**src/rtl/yx_event_log.sv**
```systemverilog
// Timestamped change log for the debounced YX status vector; YX_EVT_COALESCE_EN merges same-tick changes into the tail entry.
// Latency: a yx_in change is queued 3 fpga_clk edges after it settles; head entry is show-ahead.
// Backpressure: none upstream; a full FIFO drops new events and sets sticky overflow until clr.
module yx_event_log #(
  parameter int YX_WIDTH   = 4,
  parameter int TS_WIDTH   = 16,
  parameter int TICK_DIV   = 24000,
  parameter int FIFO_DEPTH = 8,
  parameter int PTR_W      = 3
) (
  input  logic                fpga_clk,
  input  logic                sys_reset,
  input  logic [YX_WIDTH-1:0] yx_in,
  input  logic                pop,
  input  logic                clr,
  output logic                evt_valid,
  output logic [YX_WIDTH-1:0] evt_state,
  output logic [YX_WIDTH-1:0] evt_mask,
  output logic [TS_WIDTH-1:0] evt_ts,
  output logic [PTR_W:0]      evt_count,
  output logic                overflow,
  output logic                irq_out
);

  localparam int PS_W = (TICK_DIV > 2) ? $clog2(TICK_DIV) : 1;
  localparam logic [PS_W-1:0] PS_LAST = PS_W'(TICK_DIV - 1);
  localparam logic [PTR_W:0] DEPTH_C = (PTR_W + 1)'(FIFO_DEPTH);

  logic [YX_WIDTH-1:0] s1, s2, prev;
  logic                primed;
  logic [1:0]          prime_cnt;
  logic [PS_W-1:0]     ps;
  logic [TS_WIDTH-1:0] ts;

  logic [PTR_W-1:0]    wp, rp;
  logic [PTR_W:0]      count;

  logic [YX_WIDTH-1:0] mem_state [FIFO_DEPTH];
  logic [YX_WIDTH-1:0] mem_mask  [FIFO_DEPTH];
  logic [TS_WIDTH-1:0] mem_ts    [FIFO_DEPTH];

  logic [YX_WIDTH-1:0] chg;
  logic                push, empty, full, do_pop, do_wr, drop, merge;

  // Priming waits until the synchroniser has flushed its reset zeros, so
  // a nonzero level held across reset never shows up as a change.
  always_ff @(posedge fpga_clk or posedge sys_reset) begin
    if (sys_reset) begin
      s1        <= '0;
      s2        <= '0;
      prev      <= '0;
      primed    <= 1'b0;
      prime_cnt <= '0;
      ps        <= '0;
      ts        <= '0;
    end else begin
      s1   <= yx_in;
      s2   <= s1;
      prev <= s2;
      if (!primed) begin
        prime_cnt <= prime_cnt + 2'd1;
        if (prime_cnt == 2'd2)
          primed <= 1'b1;
      end
      if (ps == PS_LAST) begin
        ps <= '0;
        ts <= ts + TS_WIDTH'(1);
      end else begin
        ps <= ps + PS_W'(1);
      end
    end
  end

  assign chg    = s2 ^ prev;
  assign push   = primed && (chg != '0);
  assign empty  = (count == '0);
  assign full   = (count == DEPTH_C);
  assign do_pop = pop && !empty;

`ifdef YX_EVT_COALESCE_EN
  logic [PTR_W-1:0] tail;
  assign tail  = wp - PTR_W'(1);
  // Never merge into the head while it is being popped away.
  assign merge = push && !empty && (mem_ts[tail] == ts) &&
                 !(do_pop && (count == (PTR_W + 1)'(1)));
`else
  assign merge = 1'b0;
`endif

  assign do_wr = push && !merge && (!full || do_pop);
  assign drop  = push && !merge && full && !do_pop;

  always_ff @(posedge fpga_clk or posedge sys_reset) begin
    if (sys_reset) begin
      wp       <= '0;
      rp       <= '0;
      count    <= '0;
      overflow <= 1'b0;
    end else if (clr) begin
      wp       <= '0;
      rp       <= '0;
      count    <= '0;
      overflow <= 1'b0;
    end else begin
      if (do_wr)
        wp <= wp + PTR_W'(1);
      if (do_pop)
        rp <= rp + PTR_W'(1);
      count <= count + (PTR_W + 1)'(do_wr) - (PTR_W + 1)'(do_pop);
      if (drop)
        overflow <= 1'b1;
    end
  end

  always_ff @(posedge fpga_clk) begin
    if (!clr) begin
      if (do_wr) begin
        mem_state[wp] <= s2;
        mem_mask[wp]  <= chg;
        mem_ts[wp]    <= ts;
      end
`ifdef YX_EVT_COALESCE_EN
      else if (merge) begin
        mem_state[tail] <= s2;
        mem_mask[tail]  <= mem_mask[tail] | chg;
      end
`endif
    end
  end

  assign evt_valid = !empty;
  assign evt_state = empty ? '0 : mem_state[rp];
  assign evt_mask  = empty ? '0 : mem_mask[rp];
  assign evt_ts    = empty ? '0 : mem_ts[rp];
  assign evt_count = count;
  assign irq_out   = evt_valid | overflow;

endmodule

```
**config.mk**
```make
export PLATFORM = sky130hd
export DESIGN_NAME = yx_event_log
export DESIGN_NICKNAME = d
export VERILOG_FILES = /design/src/rtl/yx_event_log.sv
export SDC_FILE = /design/constraint.sdc
export NUM_CORES = 1
export LEC_CHECK = 0
export ABC_CLOCK_PERIOD_IN_PS = 3420
export CAP_MARGIN = 10
export CORE_MARGIN = 1
export CORE_UTILIZATION = 25
export DETAILED_ROUTE_END_ITERATION = 10
export GPL_ROUTABILITY_DRIVEN = 0
export GPL_TIMING_DRIVEN = 0
export SYNTH_ARGS = -nofsm -noshare
export SYNTH_HDL_FRONTEND = slang
export SYNTH_SLANG_ARGS = --single-unit
export TNS_END_PERCENT = 5
```
**constraint.sdc**
```tcl
create_clock -name fpga_clk -period 3.42 [get_ports fpga_clk]
set_input_delay 0.684 -clock fpga_clk [delete_from_list [all_inputs] [get_ports fpga_clk]]
set_output_delay 0.684 -clock fpga_clk [all_outputs]
set_load 0.05 [all_outputs]
```
==> summary.txt <==
run status: complete, no violations
number of hold-slack violations in the final timing report: 0
mux share of post-synthesis cell area: 13.41%
worst path arrival time: 2620 ps
number of fillers in the final layout: 3829
number of antenna violations at the first check in global routing: 0
sequential cell area: 7192 sq um
max-slew headroom at the worst pin: 38.39%
worst setup path class: register to primary output
clock skew: 32.36 ps
number of buffers between clock root and the deepest sink: 3
worst hold path type: register to register
async set-reset flop share out of synthesis: 22.89%
number of design-rule violations left by the first detailed-router iteration: 263
endpoint of the most critical register-to-register path: mem_ts[4][2]$_DFFE_PP_
buffers inserted during post-CTS setup optimization: 0
via count of the first global-routing pass: 5316
Multi-input gate area: 2648 sq um
H-tree level count: 1
I/O pin count: 39
final worst path period share: 96.71%
overall die height: 201.3 microns
mapped cell area: 9928 sq um
n_diodes: 0
TritonCTS clock tree: yes
synthesis-to-layout area growth: 20.61%
Endpoint, Worst Hold: s2[2]$_DFF_PP0_
Critical Path Most Common Cell: sky130_fd_sc_hd__buf_6
vias per inst: 4.283
number of warning messages in the yosys log: 0
synth unique cells: 44
GRT overflow: 0
fraction of layout cells with a size suffix above 1: 22.71%
reg2reg path depth: 7
Port Buffer Count: 38
number of synthesized register bits: 249
fin. max-slew vios: 0
leakage power: 0.004228 uW
number of design rule violations left after detail routing: 0
combined buffer and inverter count along the critical path: 3
CTS root buffer: sky130_fd_sc_hd__clkbuf_16
placed instance count: 1114
worst hold path depth: 0
Primary FF master, synth: sky130_fd_sc_hd__edfxtp_1
largest delay contributor family on the critical path: buffers and inverters
share of the synthesized area in compound gates (AO/OA/AOI/OAI): 1.134%
Core ar.: 38920 sq um
MaxCap Viol Count: 0
stage delay of the slowest cell on the critical path: 530 ps
cts bufs inserted: 26
transition time at the pin with the least slew margin: 921.9 ps
routed wirelength normalized by instance count: 17.26 microns
Die Area: 40510 sq um
worst skew pair latency: 540 ps
dpl hpwl: 12.82 mm
source of the worst register-to-register timing path: s2[2]$_DFF_PP0_
remaining antenna violation count: 0
summed negative setup slack over all endpoints: 0 ps
Die X-Extent: 201.3 microns
r2r setup slk: 350 ps
final standard cell count with taps included and fillers excluded: 1161
Final Critical Period: 3308 ps
total clock sinks: 249
via count: 4972
instance count of the mapped netlist: 547
all-layer global routing usage: 10.10%
largest vdd supply drop: 0.0004319 V
Starting Density: 25.51%
dominant combinational cell family by area after synthesis: multiplexers
Final Setup Violations: 0
Cell Rows: 72
post-synthesis area per instance: 18.15 sq um
CTS clock-pin slew for the worst setup and hold paths: 70 ps
Synth Area in Adders: 1.462%
area fraction in and, or, nand and nor cells after synthesis: 6.793%
wire length of the first global-routing pass: 31.56 mm
worst-path fanout max: 10
cells along the critical path: buf_6, buf_6, mux4_2, mux2i_1, nor2_1, dlygate4sd2_1
Critical Path Start Type: register
Hold Crit Start: s1[2]$_DFF_PP0_
1st-pass router iterations: 4
routed wire length: 20.04 mm
sequential area share after synthesis: 72.44%
# nets final: 642
WP depth: 6
CP endpoint kind: primary output
RSZ-0062 raised after global routing: yes
WP data required: 2740 ps
Slowest-stage cell, CP: sky130_fd_sc_hd__mux4_2
maximum number of pins on one net before global-route repair: 58
post-synthesis net count: 566
power density over cell area: 763.7 nW/um^2
count of flip-flops with a built-in enable after synthesis: 192
Peak Freq: 302.3 MHz
share of the synthesized netlist area taken by xor and xnor gates: 2.999%
## power by group
group	leakage, uW	internal (uW)	switching, uW	total (uW)
clock network	0.000409	1600	1150	2750
registers	0.00257	3530	107	3640
logic	0.00125	911	1850	2760
total	0.00423	6040	3100	9140
## cells by family after synthesis
kind of cell	count (synthesis)
DFF	249
and+or+nand+nor	128
muxes	73
xor gates and xnor gates	34
buffers and inverters	34
AOI/OAI and AO/OA	18
adders and majority gates	11
## timing repair
| item | in CTS | in global routing |
|---|---|---|
| hold endpoints to repair | 0 | 0 |
| endpoints found under the setup margin | 42 | 87 |
| gates resized for setup | 34 | 23 |
| hold buffers | 0 | 0 |
## cells in the mapped netlist (2+ instances only)
cell,instances,share of area (%)
sky130_fd_sc_hd__and2_1,2,0.13
sky130_fd_sc_hd__nor3_1,6,0.30
sky130_fd_sc_hd__inv_1,12,0.45
sky130_fd_sc_hd__mux2i_1,25,2.5
sky130_fd_sc_hd__buf_1,2,0.076
sky130_fd_sc_hd__buf_6,5,0.57
sky130_fd_sc_hd__xor2_1,21,1.9
sky130_fd_sc_hd__and4_1,5,0.44
sky130_fd_sc_hd__nor4_1,3,0.19
sky130_fd_sc_hd__mux4_2,48,11
sky130_fd_sc_hd__a21oi_1,7,0.35
sky130_fd_sc_hd__nand2_1,16,0.60
sky130_fd_sc_hd__ha_1,10,1.3
sky130_fd_sc_hd__nor3_2,3,0.30
sky130_fd_sc_hd__dfrtp_1,57,14
sky130_fd_sc_hd__and3_1,2,0.13
sky130_fd_sc_hd__nand4_1,9,0.57
sky130_fd_sc_hd__xnor2_1,13,1.1
sky130_fd_sc_hd__edfxtp_1,192,58
sky130_fd_sc_hd__nand3_1,17,0.86
sky130_fd_sc_hd__or2_2,3,0.19
sky130_fd_sc_hd__buf_2,5,0.25
sky130_fd_sc_hd__nor2_1,47,1.8
sky130_fd_sc_hd__o21ai_0,4,0.20
sky130_fd_sc_hd__clkbuf_1,9,0.34
sky130_fd_sc_hd__nand2b_1,4,0.25
sky130_fd_sc_hd__o31ai_1,3,0.23
## cells in the final DEF, fill, tap and decap left out, drive strengths merged, types with 2 or more instances in the layout
cell type	Yosys	final
and2	3	3
nand2b	4	4
or2	3	3
nand3	18	18
bufinv	0	2
edfxtp	192	192
nor4	3	3
o21ai	4	4
nor3	9	9
inv	12	12
buf	13	23
xor2	21	21
clkbuf	9	49
mux4	48	48
a21oi	7	7
clkinv	0	11
dlygate4sd2	0	18
and3	3	3
o31ai	3	3
xnor2	13	13
and4	5	5
nand4	9	9
nor2	47	47
mux2i	25	25
clkinvlp	0	2
nand2	16	16
clkdlybuf4s50	0	12
ha	10	10
dfrtp	57	57
## sequential cells by signal, summed over array words and instances (netlist names)
signal	count
ts	16
mem_ts	128
wp	3
prev	4
prime_cnt	2
s2	4
s1	4
ps	15
primed	1
evt_count	4
overflow	1
mem_state	32
mem_mask	32
rp	3
## worst max path at each step
stage / slack (ps) / from / to
6_report: 110 / rp[0]$_DFFE_PP0P_ / evt_mask[1]
5_1_grt: -50 / evt_count[2]$_DFF_PP0_ / evt_ts[6]
4_1_cts: -160 / rp[0]$_DFFE_PP0P_ / evt_ts[5]
3_5_place_dp: -160 / s2[2]$_DFF_PP0_ / mem_ts[5][0]$_DFFE_PP_
3_3_place_gp: -2560 / pop / mem_ts[0][0]$_DFFE_PP_
2_1_floorplan: -470 / evt_count[2]$_DFF_PP0_ / mem_mask[0][0]$_DFFE_PP_
## cell type report
cell class,instances,share of cell area [%]
sequential,249,60.06
multi-input combinational,264,22.11
clock buffer,33,5.820
tap,518,5.413
timing repair buffer,49,3.751
clock inverter,15,1.243
buffer,21,1.202
inverter,12,0.3971
## routing by layer
| metal | wire length, microns | part of all wire, % | GRT usage, % | vias to the layer above |
|---|---|---|---|---|
| met1 | 8518 | 43 | 12.43 | 2584 |
| met4 | 419 | 2.1 | 2.706 | 0 |
| met5 | 0 | 0 | 0 | - |
| met3 | 708 | 3.5 | 1.717 | 30 |
| li1 | - | - | - | 2283 |
| met2 | 10390 | 52 | 18.19 | 75 |
## metrics by stage
stage          hold slack [ps]  util [%]  instance area [sq um]  power (uW)  worst slack (ps)
2_1_floorplan            331.2         -                   9928        5668            -474.4
3_3_place_gp             333.1     28.15                  10960        6610             -2564
3_5_place_dp             339.6     28.61                  11130        6691            -163.8
4_1_cts                  357.3     30.76                  11970        9306            -158.6
5_1_grt                  361.3     30.77                  11970        9559            -52.47
6_report                 353.2     30.77                  11970        9145             112.4
No activity file was read; power rests on OpenSTA's default activity.
